===== src/rtl/mixcolumns_serial_pkg.sv =====
// Shared AES MixColumns definitions: field polynomial, FSM encoding,
// xtime and column slicing helpers used by the forward and inverse paths.
package mixcolumns_serial_pkg;

  localparam logic [7:0] GF_POLY = 8'h1B;
  localparam int         NCOLS   = 4;

  typedef enum logic [1:0] {
    MC_IDLE = 2'd0,
    MC_BUSY = 2'd1,
    MC_DONE = 2'd2
  } mc_state_e;

  function automatic logic [7:0] xt(input logic [7:0] x);
    xt = {x[6:0], 1'b0} ^ (x[7] ? GF_POLY : 8'h00);
  endfunction

  // Column c occupies bytes s4c..s4c+3, s0 at the MSB end.
  function automatic logic [31:0] col_get(
    input logic [127:0] s,
    input int           c
  );
    col_get = s[127-32*c -: 32];
  endfunction

endpackage


===== src/rtl/mixcolumns_serial_col.sv =====
// Combinational forward MixColumns on one 32-bit column {a,b,c,d}.
// Built from xtime only; 3x is xt(x)^x.
module mixcolumns_col
  import mixcolumns_serial_pkg::*;
(
  input  logic [31:0] i_col,
  output logic [31:0] o_col
);

  logic [7:0] w_a, w_b, w_c, w_d;
  logic [7:0] w_a2, w_b2, w_c2, w_d2;

  assign {w_a, w_b, w_c, w_d} = i_col;

  assign w_a2 = xt(w_a);
  assign w_b2 = xt(w_b);
  assign w_c2 = xt(w_c);
  assign w_d2 = xt(w_d);

  assign o_col = {
    w_a2 ^ w_b2 ^ w_b ^ w_c ^ w_d,
    w_a ^ w_b2 ^ w_c2 ^ w_c ^ w_d,
    w_a ^ w_b ^ w_c2 ^ w_d2 ^ w_d,
    w_a2 ^ w_a ^ w_b ^ w_c ^ w_d2
  };

endmodule


===== src/rtl/mixcolumns_serial.sv =====
// Column-serial forward AES MixColumns with valid/ready on both sides.
// COLS_PER_CYC columns are mixed per BUSY cycle in a 128-bit working reg.
module mixcolumns_serial
  import mixcolumns_serial_pkg::*;
#(
  parameter int COLS_PER_CYC = 1
) (
  input  logic         clk,
  input  logic         rst,
  input  logic         in_valid,
  output logic         in_ready,
  input  logic [127:0] state_in,
  input  logic         in_bypass,
  output logic         out_valid,
  input  logic         out_ready,
  output logic [127:0] state_out
);

  if (COLS_PER_CYC != 1 && COLS_PER_CYC != 2
      && COLS_PER_CYC != 4) begin : g_bad_cfg
    $error("COLS_PER_CYC must be 1, 2 or 4");
  end

  localparam logic [1:0] COL_STEP = 2'(COLS_PER_CYC);

  mc_state_e    r_state, w_state_nxt;
  logic [1:0]   r_col;
  logic         r_last;
  logic         r_bypass;
  logic [127:0] r_work;

  logic [31:0]  w_col_in  [COLS_PER_CYC];
  logic [31:0]  w_col_out [COLS_PER_CYC];
  logic [127:0] w_work_mixed;
  logic [1:0]   w_col_nxt;
  logic         w_col_wrap;
  logic         w_accept;

  for (genvar j = 0; j < COLS_PER_CYC; j++) begin : g_col
    assign w_col_in[j] = col_get(r_work, int'(r_col) + j);
    mixcolumns_col u_col (
      .i_col (w_col_in[j]),
      .o_col (w_col_out[j])
    );
  end

  always_comb begin
    w_work_mixed = r_work;
    if (!r_bypass) begin
      for (int j = 0; j < COLS_PER_CYC; j++) begin
        w_work_mixed[127-32*(int'(r_col)+j) -: 32] = w_col_out[j];
      end
    end
  end

  // Step wraps mod 4; for 4 columns/cycle the step is 0, so the
  // single group is also the last one.
  assign w_col_nxt  = r_col + COL_STEP;
  assign w_col_wrap = (w_col_nxt == 2'd0);
  assign w_accept   = in_valid & in_ready;

  always_ff @(posedge clk or posedge rst) begin
    if (rst) r_state <= MC_IDLE;
    else     r_state <= w_state_nxt;
  end

  always_comb begin
    w_state_nxt = r_state;
    in_ready    = 1'b0;
    out_valid   = 1'b0;
    unique case (r_state)
      MC_IDLE: begin
        in_ready = 1'b1;
        if (in_valid) w_state_nxt = MC_BUSY;
      end
      MC_BUSY: begin
        if (r_last) w_state_nxt = MC_DONE;
      end
      MC_DONE: begin
        out_valid = 1'b1;
        in_ready  = out_ready;
        if (out_ready) begin
          w_state_nxt = in_valid ? MC_BUSY : MC_IDLE;
        end
      end
      default: w_state_nxt = MC_IDLE;
    endcase
  end

  // r_last marks the extra BUSY cycle that presents the finished state.
  always_ff @(posedge clk or posedge rst) begin
    if (rst) begin
      r_work   <= '0;
      r_col    <= 2'd0;
      r_last   <= 1'b0;
      r_bypass <= 1'b0;
    end else if (w_accept) begin
      r_work   <= state_in;
      r_bypass <= in_bypass;
      r_col    <= 2'd0;
      r_last   <= 1'b0;
    end else if (r_state == MC_BUSY && !r_last) begin
      r_work <= w_work_mixed;
      r_col  <= w_col_nxt;
      r_last <= w_col_wrap;
    end else if (r_state == MC_BUSY) begin
      r_last <= 1'b0;
    end
  end

  assign state_out = r_work;

endmodule


===== config.mk =====
export PLATFORM = sky130hd
export DESIGN_NAME = mixcolumns_serial
export DESIGN_NICKNAME = d
export VERILOG_FILES = /design/src/rtl/mixcolumns_serial_pkg.sv /design/src/rtl/mixcolumns_serial_col.sv /design/src/rtl/mixcolumns_serial.sv
export SDC_FILE = /design/constraint.sdc
export NUM_CORES = 1
export LEC_CHECK = 0
export ABC_AREA = 0
export BUFFER_PORTS_ARGS = -buffer_cell sky130_fd_sc_hd__buf_4
export CORE_MARGIN = 2
export CORE_UTILIZATION = 45
export DETAILED_ROUTE_END_ITERATION = 16
export GPL_ROUTABILITY_DRIVEN = 0
export PLACE_DENSITY = 0.81
export SKIP_CTS_REPAIR_TIMING = 1
export SYNTH_ARGS = -nofsm -noshare
export SYNTH_HDL_FRONTEND = slang
export SYNTH_SLANG_ARGS = --single-unit

===== constraint.sdc =====
create_clock -name clk -period 4.3 [get_ports clk]
set_input_delay 0.215 -clock clk [delete_from_list [all_inputs] [get_ports clk]]
set_output_delay 0.215 -clock clk [all_outputs]
set_load 0.02 [all_outputs]

==> results of run 1 <==
## routing by layer
metal,part of all wire,up-vias,track usage
met5,0,-,0
met3,0.10,115,0.0701
met4,0.041,0,0.128
li1,-,3463,-
met1,0.37,4051,0.405
met2,0.49,652,0.493
## worst register-to-register path, delay by kind of cell (launching register included)
kind                   cells  cell delay, ns
XOR/XNOR                   2            0.96
AO/OA/AOI/OAI              1            0.26
multiplexers               1            0.68
buffers and inverters      1            0.27
flip-flops                 1            0.87
## cells in the final DEF (no fill, tap or decap), types with 3 or more instances in the layout
| cell | n |
|---|---|
| a211oi_1 | 30 |
| and2_1 | 7 |
| nand4_1 | 36 |
| xnor3_1 | 29 |
| nand2_1 | 45 |
| xnor2_1 | 14 |
| nor3_1 | 36 |
| a211oi_2 | 6 |
| ha_1 | 4 |
| xnor2_2 | 8 |
| buf_4 | 283 |
| and3_1 | 80 |
| a221o_1 | 80 |
| nor2_1 | 15 |
| a21oi_1 | 50 |
| nand2b_1 | 4 |
| dfrtp_1 | 132 |
| mux4_2 | 32 |
| inv_1 | 40 |
| clkinvlp_4 | 4 |
| a311oi_2 | 3 |
| clkbuf_8 | 3 |
| xor2_1 | 12 |
| xor3_1 | 12 |
| clkbuf_16 | 17 |
| bufinv_16 | 5 |
| o22ai_1 | 13 |
## registers in the layout (all words and copies together), names as in the netlist
register and cells:
r_bypass 1, r_col 2, r_last 1, r_state 2, state_out 128
## metrics by stage
step | setup slack [ns] | std cells
after CTS | 1.19 | 1281
after global routing | 1.07 | 1282
after detailed placement | 1.19 | 1249
after floorplan | 0.502 | 783
final | 1.17 | 1282
after global placement | 1.33 | 1249
## cell type report
| type | count | area share |
|---|---|---|
| clock buffers | 20 | 0.0403 |
| flip-flops and latches | 134 | 0.290 |
| multi-input cells | 529 | 0.423 |
| inverters | 41 | 0.0135 |
| well taps | 260 | 0.0281 |
| clock inverters | 12 | 0.0172 |
| repair buffers | 286 | 0.188 |
## how the worst max path moves through the flow
stage / startpoint / to / slack, ns / cells past startpoint
2_1_floorplan: rst / r_bypass$_DFFE_PP0P_ / 0.50 / 1
3_3_place_gp: r_col[0]$_DFFE_PP0N_ / state_out[73]$_DFFE_PP0P_ / 1.33 / 5
3_5_place_dp: r_col[0]$_DFFE_PP0N_ / state_out[41]$_DFFE_PP0P_ / 1.19 / 5
4_1_cts: r_col[0]$_DFFE_PP0N_ / state_out[41]$_DFFE_PP0P_ / 1.19 / 5
5_1_grt: r_col[0]$_DFFE_PP0N_ / state_out[41]$_DFFE_PP0P_ / 1.07 / 5
6_report: r_col[0]$_DFFE_PP0N_ / state_out[41]$_DFFE_PP0P_ / 1.17 / 5
## cells by family after synthesis
group,share of synthesized area
compound gates,0.168
xor+xnor,0.158
buf+inv,0.0575
flops,0.384
simple gates,0.143
fa+ha+maj,0.00574
mux,0.0826
## synth_stat cells, drive strengths merged
cell | number | area [um2]
nand2 | 45 | 169
xor3 | 12 | 285
nor4 | 1 | 6.26
a221o | 80 | 801
o22ai | 13 | 81.3
inv | 41 | 154
ha | 4 | 50.1
clkbuf | 66 | 248
buf | 13 | 100
a211oi | 36 | 300
or4 | 1 | 7.51
nor4b | 1 | 8.76
o21ai | 2 | 10.0
mux4 | 32 | 721
a21oi | 50 | 250
nor3b | 1 | 7.51
and2 | 7 | 43.8
xnor3 | 30 | 677
dfrtp | 134 | 3350
xor2 | 14 | 138
nand2b | 4 | 25.0
nand3 | 1 | 5.00
nor2b | 1 | 6.26
and3 | 81 | 507
xnor2 | 23 | 280
nor3 | 36 | 180
nor2 | 15 | 56.3
a311oi | 3 | 26.3
nand4 | 36 | 225
==> impl_metrics.json, run 1 <==
{
  "htree_num_levels": 4,
  "cap_violations": 0,
  "ff2ff_path_depth": 5,
  "synth.distinct_cells": 38,
  "crit_slowest_cell": "dfrtp_2",
  "crit_family": "XOR/XNOR gates",
  "die_w_um": 143,
  "grt_pass1_vias": 8175,
  "syn_area_per_cell_um2": 11.1,
  "antenna_cells": 0,
  "fill_cells": 1511,
  "max_freq_mhz": 320,
  "area_delta_synth_final_pct": 32.8,
  "critPathCaptureType": "flop",
  "synth_nets": 920,
  "cts_tree": "built",
  "tightest_slew_ns": 0.977,
  "antenna_left": 0,
  "failed_checks": "negative hold slack",
  "firstDrtPassIters": 5,
  "antenna_found_initial": 0,
  "fin_area_um2": 11600,
  "drt_iter0_markers": 1100,
  "critPathRequiredTime_ns": 4.64,
  "io_pins": 263,
  "yosys_register_bits": 134,
  "grt_max_degree": 83,
  "io_buffers": 262,
  "relSlewSlack": 0.349,
  "post-route-util": 0.613,
  "r2r-start": "r_col[0]$_DFFE_PP0N_",
  "rsz0062_at_grt": "false",
  "hold_slack_ns": -0.0585,
  "placed_cell_area_um2": 10900,
  "syn_area_um2": 8720,
  "grt-ovfl-total": 0,
  "fin_crit_sh": 0.727,
  "period_minus_slack_ns": 3.13,
  "seq_area_frac_synth": 0.384,
  "hold_viol": 64,
  "netlist_instances": 783,
  "worstPathMaxFanout": 24,
  "fin_nets": 1146,
  "vias": 8281,
  "path_buf_inv": 1,
  "arrival_ns": 3.47,
  "multi_input_area_um2": 4900,
  "cts_buffers": 17,
  "core_um2": 18900,
  "cp_slowest_stage_delay_ns": 0.87,
  "outcome": "finished with violations",
  "die_area_um2": 20500,
  "rows": 50,
  "initial_core_util": 0.462,
  "drive_gt1_frac": 0.368,
  "clk_path_buf_depth": 2,
  "path_class": "flop to flop",
  "r2r_end": "state_out[41]$_DFFE_PP0P_",
  "drc": 0,
  "setup.worst_path.start_class": "flop",
  "crit_path_cell_trace": "buf_12, mux4_2, xnor2_2, xnor3_1, a211oi_2",
  "wl_per_cell_um": 24.7,
  "track_usage": 0.308,
  "cts_root_buf": "clkbuf_16",
  "routed_via_density": 6.46,
  "hold_class": "input port to async pin",
  "maxSlewViolCount": 0,
  "insertion_delay_ns": 0.44,
  "grt_first_pass_wirelength_mm": 47.1,
  "yosysWarnings": 0,
  "hpwl_mm": 21.9,
  "fin_skew_ns": 0.0100,
  "die_h_um": 143,
  "finalSetupViolations": 0,
  "clkSinkCount": 134,
  "rrSetupSlack_ns": 1.17,
  "wirelength_mm": 31.7,
  "fin_tns_setup_ns": 0,
  "ff_latch_area_um2": 3360,
  "path_clk_slew_ns": 0.06
}
Power of run 1 is left out: the tool's default activity adds up to more than one toggle a clock period on the data nets, which glitch-free logic cannot reach.
==> inputs of run 2 (changes only) <==
--- a/config.mk
+++ b/config.mk
@@ -5,13 +5,13 @@
 export SDC_FILE = /design/constraint.sdc
 export NUM_CORES = 1
 export LEC_CHECK = 0
-export ABC_AREA = 0
+export ABC_AREA = 1
 export BUFFER_PORTS_ARGS = -buffer_cell sky130_fd_sc_hd__buf_4
 export CORE_MARGIN = 2
 export CORE_UTILIZATION = 45
 export DETAILED_ROUTE_END_ITERATION = 16
 export GPL_ROUTABILITY_DRIVEN = 0
-export PLACE_DENSITY = 0.81
+export PLACE_DENSITY = 0.8
 export SKIP_CTS_REPAIR_TIMING = 1
 export SYNTH_ARGS = -nofsm -noshare
 export SYNTH_HDL_FRONTEND = slang
==> constraint.sdc (replaced) <==
create_clock -name clk -period 3.3 [get_ports clk]
set_input_delay 0.165 -clock clk [delete_from_list [all_inputs] [get_ports clk]]
set_output_delay 0.165 -clock clk [all_outputs]
set_load 0.02 [all_outputs]
==> impl_metrics.json, run 2 <==
{
  "layout_common_cells": "nand2_1, buf_4, nand3_1",
  "grt_max_degree": 123,
  "cts_root_buf": "clkbuf_16",
  "antenna_cells": 0,
  "fin_nets": 1943,
  "io_buffers": 262,
  "dp.cells": 2032,
  "synth.distinct_cells": 25,
  "cap_violations": 0,
  "grt_first_pass_wirelength_mm": 59.6,
  "rsz0062_at_grt": "false",
  "vias": 12400,
  "finalSetupViolations": 0,
  "drc": 0,
  "antenna_found_initial": 0,
  "hold_class": "input port to flop",
  "wirelength_mm": 38.7,
  "yosysWarnings": 0,
  "path_class": "flop to flop",
  "path_buf_inv": 3,
  "rows": 53,
  "cp_slowest_stage_delay_ns": 0.87,
  "maxSlewViolCount": 0,
  "max_freq_mhz": 357,
  "cts_buffers": 17,
  "crit_slowest_cell": "a21oi_4",
  "io_pins": 263,
  "die_w_um": 151,
  "seq_area_frac_synth": 0.344,
  "period_minus_slack_ns": 2.80,
  "track_usage": 0.335,
  "hpwl_mm": 27.8,
  "yosys_register_bits": 134,
  "layout_commonest_cell": "nand2_1",
  "yosysTopAreaCellShare": 0.344,
  "netlist_instances": 1559,
  "worstPathMaxFanout": 122,
  "area_delta_synth_final_pct": 30.5,
  "hold_viol": 3,
  "setup.worst_path.start_class": "flop",
  "arrival_ns": 3.10,
  "yosys-top-cells-count": "nand2_1, nand3_1, a21oi_1, dfrtp_1, nor2_1",
  "critPathCaptureType": "flop",
  "firstDrtPassIters": 8,
  "largest_register_ffs": 128,
  "fin_tns_setup_ns": 0,
  "die_h_um": 151,
  "yosysMostFrequentCell": "nand2_1",
  "ys.flop_type": "dfrtp_1",
  "synth_edf_count": 0,
  "critPathRequiredTime_ns": 3.60,
  "drt_iter0_markers": 1696,
  "drive_gt1_frac": 0.197,
  "tightest_slew_ns": 1.16,
  "fin_skew_ns": 0.0120,
  "synth_area_leader_cell": "dfrtp_1",
  "core_um2": 21200,
  "htree_num_levels": 4,
  "insertion_delay_ns": 0.44,
  "die_area_um2": 22900,
  "initial_core_util": 0.461,
  "fin_crit_sh": 0.848,
  "antenna_left": 0,
  "failed_checks": "negative hold slack",
  "relSlewSlack": 0.224,
  "synthTopCellsByArea": "dfrtp_1, nand2_1, nand3_1",
  "grt-ovfl-total": 0,
  "outcome": "finished with violations",
  "syn_area_um2": 9750,
  "async_flop_share": 1.00,
  "routed_via_density": 5.90,
  "fin_cells": 2094,
  "crit_family": "compound AO/OA/AOI/OAI gates",
  "crit_path_cell_trace": "inv_8, ha_1, a21oi_4, inv_1, buf_4, nor2_1, a21oi_1",
  "path_clk_slew_ns": 0.06,
  "hold_slack_ns": -0.0345,
  "clkSinkCount": 134,
  "clk_path_buf_depth": 2,
  "synth_nets": 1696,
  "cts_tree": "built",
  "grt_pass1_vias": 11400,
  "syn_area_per_cell_um2": 6.25,
  "wl_per_cell_um": 18.5,
  "post-route-util": 0.601
}
-- run 2: path summary, 6_finish.rpt --
| kind | depth (start not counted) | startpoint | end | slack, ns |
|---|---|---|---|---|
| setup / recovery | 7 | r_col[0]$_DFFE_PP0N_ | state_out[127]$_DFFE_PP0P_ | 0.50 |
| hold / removal | 3 | state_in[17] | state_out[17]$_DFFE_PP0P_ | -0.03 |
| setup reg to reg | 7 | r_col[0]$_DFFE_PP0N_ | state_out[127]$_DFFE_PP0P_ | 0.50 |
| hold reg to reg | 2 | r_bypass$_DFFE_PP0P_ | r_bypass$_DFFE_PP0P_ | 0.50 |
| max in group asynchronous | 4 | rst | state_out[115]$_DFFE_PP0P_ | 1.95 |
| min in group asynchronous | 3 | rst | state_out[29]$_DFFE_PP0P_ | 0.43 |
-- run 2: final cells by class --
type                       instances  area [um2]
multi-input combinational       1287        5720
inverter                          49         198
clock buffer                      26         519
timing repair buffer             317        2470
tap                              275         344
sequential                       134        3360
fill                            1971        8430
clock inverter                     6         114
-- run 2: kinds of logic after synthesis --
kind of cell,after synthesis,synth area share
DFF,134,0.344
and+or+nand+nor,1075,0.467
adders and majority gates,4,0.00513
AOI/OAI and AO/OA,203,0.106
buffers and inverters,138,0.0725
xor gates and xnor gates,5,0.00526
-- run 2: stage by stage --
stage	hold WS (ns)	setup WS, ns	instance area (um2)
2_1_floorplan	0.265	1.05	9750
3_3_place_gp	0.335	0.753	11800
5_1_grt	0.00327	0.361	12700
4_1_cts	-0.123	0.595	12400
3_5_place_dp	0.345	0.656	11800
6_report	-0.0345	0.501	12700
-- run 2: layer usage --
layer / track usage / up-vias / part of all wire
li1: - / 5640 / -
met1: 0.447 / 5713 / 0.38
met2: 0.533 / 873 / 0.46
met3: 0.0708 / 124 / 0.12
met4: 0.129 / 0 / 0.034
met5: 0 / - / 0
-- run 2: worst min-delay path, cell delays in order --
cell	delay, ns
buf_4	0.08
nand2_1	0.05
nand3_1	0.07
Power of run 2 is left out for the same reason.
==> inputs of run 3 (changes only) <==
--- a/config.mk
+++ b/config.mk
@@ -11,7 +11,7 @@
 export CORE_UTILIZATION = 45
 export DETAILED_ROUTE_END_ITERATION = 16
 export GPL_ROUTABILITY_DRIVEN = 0
-export PLACE_DENSITY = 0.8
+export PLACE_DENSITY = 0.83
 export SKIP_CTS_REPAIR_TIMING = 1
 export SYNTH_ARGS = -nofsm -noshare
 export SYNTH_HDL_FRONTEND = slang
==> constraint.sdc (replaced) <==
create_clock -name clk -period 2.5 [get_ports clk]
set_input_delay 0.125 -clock clk [delete_from_list [all_inputs] [get_ports clk]]
set_output_delay 0.125 -clock clk [all_outputs]
set_load 0.02 [all_outputs]
==> impl_metrics.json, run 3 (same netlist as run 2, synthesis figures left out) <==
{
  "hold_slack_ns": -0.0216,
  "firstDrtPassIters": 7,
  "min_from": "state_in[67]",
  "antenna_left": 0,
  "routed_via_density": 5.89,
  "rows": 53,
  "arrival_ns": 2.74,
  "layout_common_cells": "nand2_1, buf_4, nand3_1",
  "grt_pass1_vias": 11500,
  "area_delta_synth_final_pct": 35.2,
  "cts_tree": "built",
  "clk_path_buf_depth": 2,
  "track_usage": 0.337,
  "relSlewSlack": 0.231,
  "finalSetupViolations": 0,
  "layout_commonest_cell": "nand2_1",
  "rsz0062_at_grt": "true",
  "core_um2": 21200,
  "ff2ff_path_depth": 7,
  "io_pins": 263,
  "drc": 0,
  "drt_iter0_markers": 1723,
  "max_freq_mhz": 414,
  "initial_core_util": 0.461,
  "cts_root_buf": "clkbuf_16",
  "io_buffers": 262,
  "maxSlewViolCount": 0,
  "r2r-start": "r_col[0]$_DFFE_PP0N_",
  "path_class": "flop to flop",
  "hold_viol": 29,
  "grt-ovfl-total": 0,
  "rrSetupSlack_ns": 0.08,
  "setup.worst_path.start_class": "flop",
  "wirelength_mm": 39.9,
  "path_clk_slew_ns": 0.06,
  "insertion_delay_ns": 0.44,
  "grt_first_pass_wirelength_mm": 60.0,
  "period_minus_slack_ns": 2.42,
  "htree_num_levels": 4,
  "hpwl_mm": 28.8,
  "min_path_cells": 3,
  "grt_max_degree": 68,
  "tightest_slew_ns": 1.15,
  "cap_violations": 0,
  "fill_cells": 1867,
  "critPathRequiredTime_ns": 2.82,
  "crit_slowest_cell": "a21oi_4",
  "dp.cells": 2056,
  "largest_register_ffs": 128,
  "hold_path_end": "state_out[67]$_DFFE_PP0P_",
  "worstPathMaxFanout": 28,
  "clkSinkCount": 134,
  "hold_class": "input port to flop",
  "die_w_um": 151,
  "wl_per_cell_um": 18.7,
  "fin_nets": 1981,
  "cts_buffers": 17,
  "fin_crit_sh": 0.966,
  "antenna_found_initial": 0,
  "cp_slowest_stage_delay_ns": 0.78,
  "outcome": "finished with violations",
  "failed_checks": "negative hold slack",
  "placed_cell_area_um2": 12000,
  "fin_tns_setup_ns": 0,
  "r2r_end": "state_out[105]$_DFFE_PP0P_",
  "die_area_um2": 22900,
  "crit_path_cell_trace": "clkinv_8, ha_1, a21oi_4, inv_2, buf_4, nor2_1, a21oi_1",
  "multi_input_area_um2": 5750,
  "critPathCaptureType": "flop",
  "fin_skew_ns": 0.0102,
  "drive_gt1_frac": 0.211,
  "die_h_um": 151,
  "ff_latch_area_um2": 3360,
  "antenna_cells": 0,
  "fin_cells": 2132,
  "vias": 12600,
  "fin_area_um2": 13200
}
run 3: stage by stage:
| step | hold slack [ns] | utilization | worst slack [ns] |
|---|---|---|---|
| after floorplan | 0.225 | - | 0.246 |
| after global placement | 0.199 | 0.569 | 0.219 |
| after detailed placement | 0.202 | 0.569 | 0.128 |
| after CTS | -0.257 | 0.599 | 0.0938 |
| after global routing | -0.000221 | 0.623 | -0.00297 |
| final | -0.0216 | 0.623 | 0.0846 |
run 3: final cells by class:
class,instances,area share
timing repair buffer,354,0.219
sequential,134,0.255
clock buffer,21,0.0357
multi-input combinational,1288,0.436
tap,275,0.0261
inverter,49,0.0154
clock inverter,11,0.0132
run 3: how the worst max path moves through the flow:
stage,startpoint,to,slack (ns),cells after the start
floorplan,r_col[0]$_DFFE_PP0N_,state_out[117]$_DFFE_PP0P_,0.25,11
detailed placement,r_col[0]$_DFFE_PP0N_,state_out[36]$_DFFE_PP0P_,0.13,14
CTS,r_col[0]$_DFFE_PP0N_,state_out[36]$_DFFE_PP0P_,0.09,14
finish,r_col[0]$_DFFE_PP0N_,state_out[105]$_DFFE_PP0P_,0.08,7
global placement,r_col[0]$_DFFE_PP0N_,state_out[61]$_DFFE_PP0P_,0.22,14
global route,r_col[0]$_DFFE_PP0N_,state_out[113]$_DFFE_PP0P_,-0.003,7
run 3: metal layers:
layer  up-vias  track usage  share of wire
met5         -            0              0
met4         0        0.151          0.047
met1      5685        0.441           0.38
met2       966        0.530           0.45
li1       5724            -              -
met3       190       0.0789           0.12
run 3: worst max-delay path, delay by kind of cell, from the launching register on:
family          cells  cell delay [ns]
simple gates        1             0.14
compound gates      2             0.85
fa+ha+maj           1             0.29
buf+inv             3             0.49
flops               1             0.52
Power of run 3 is left out for the same reason.
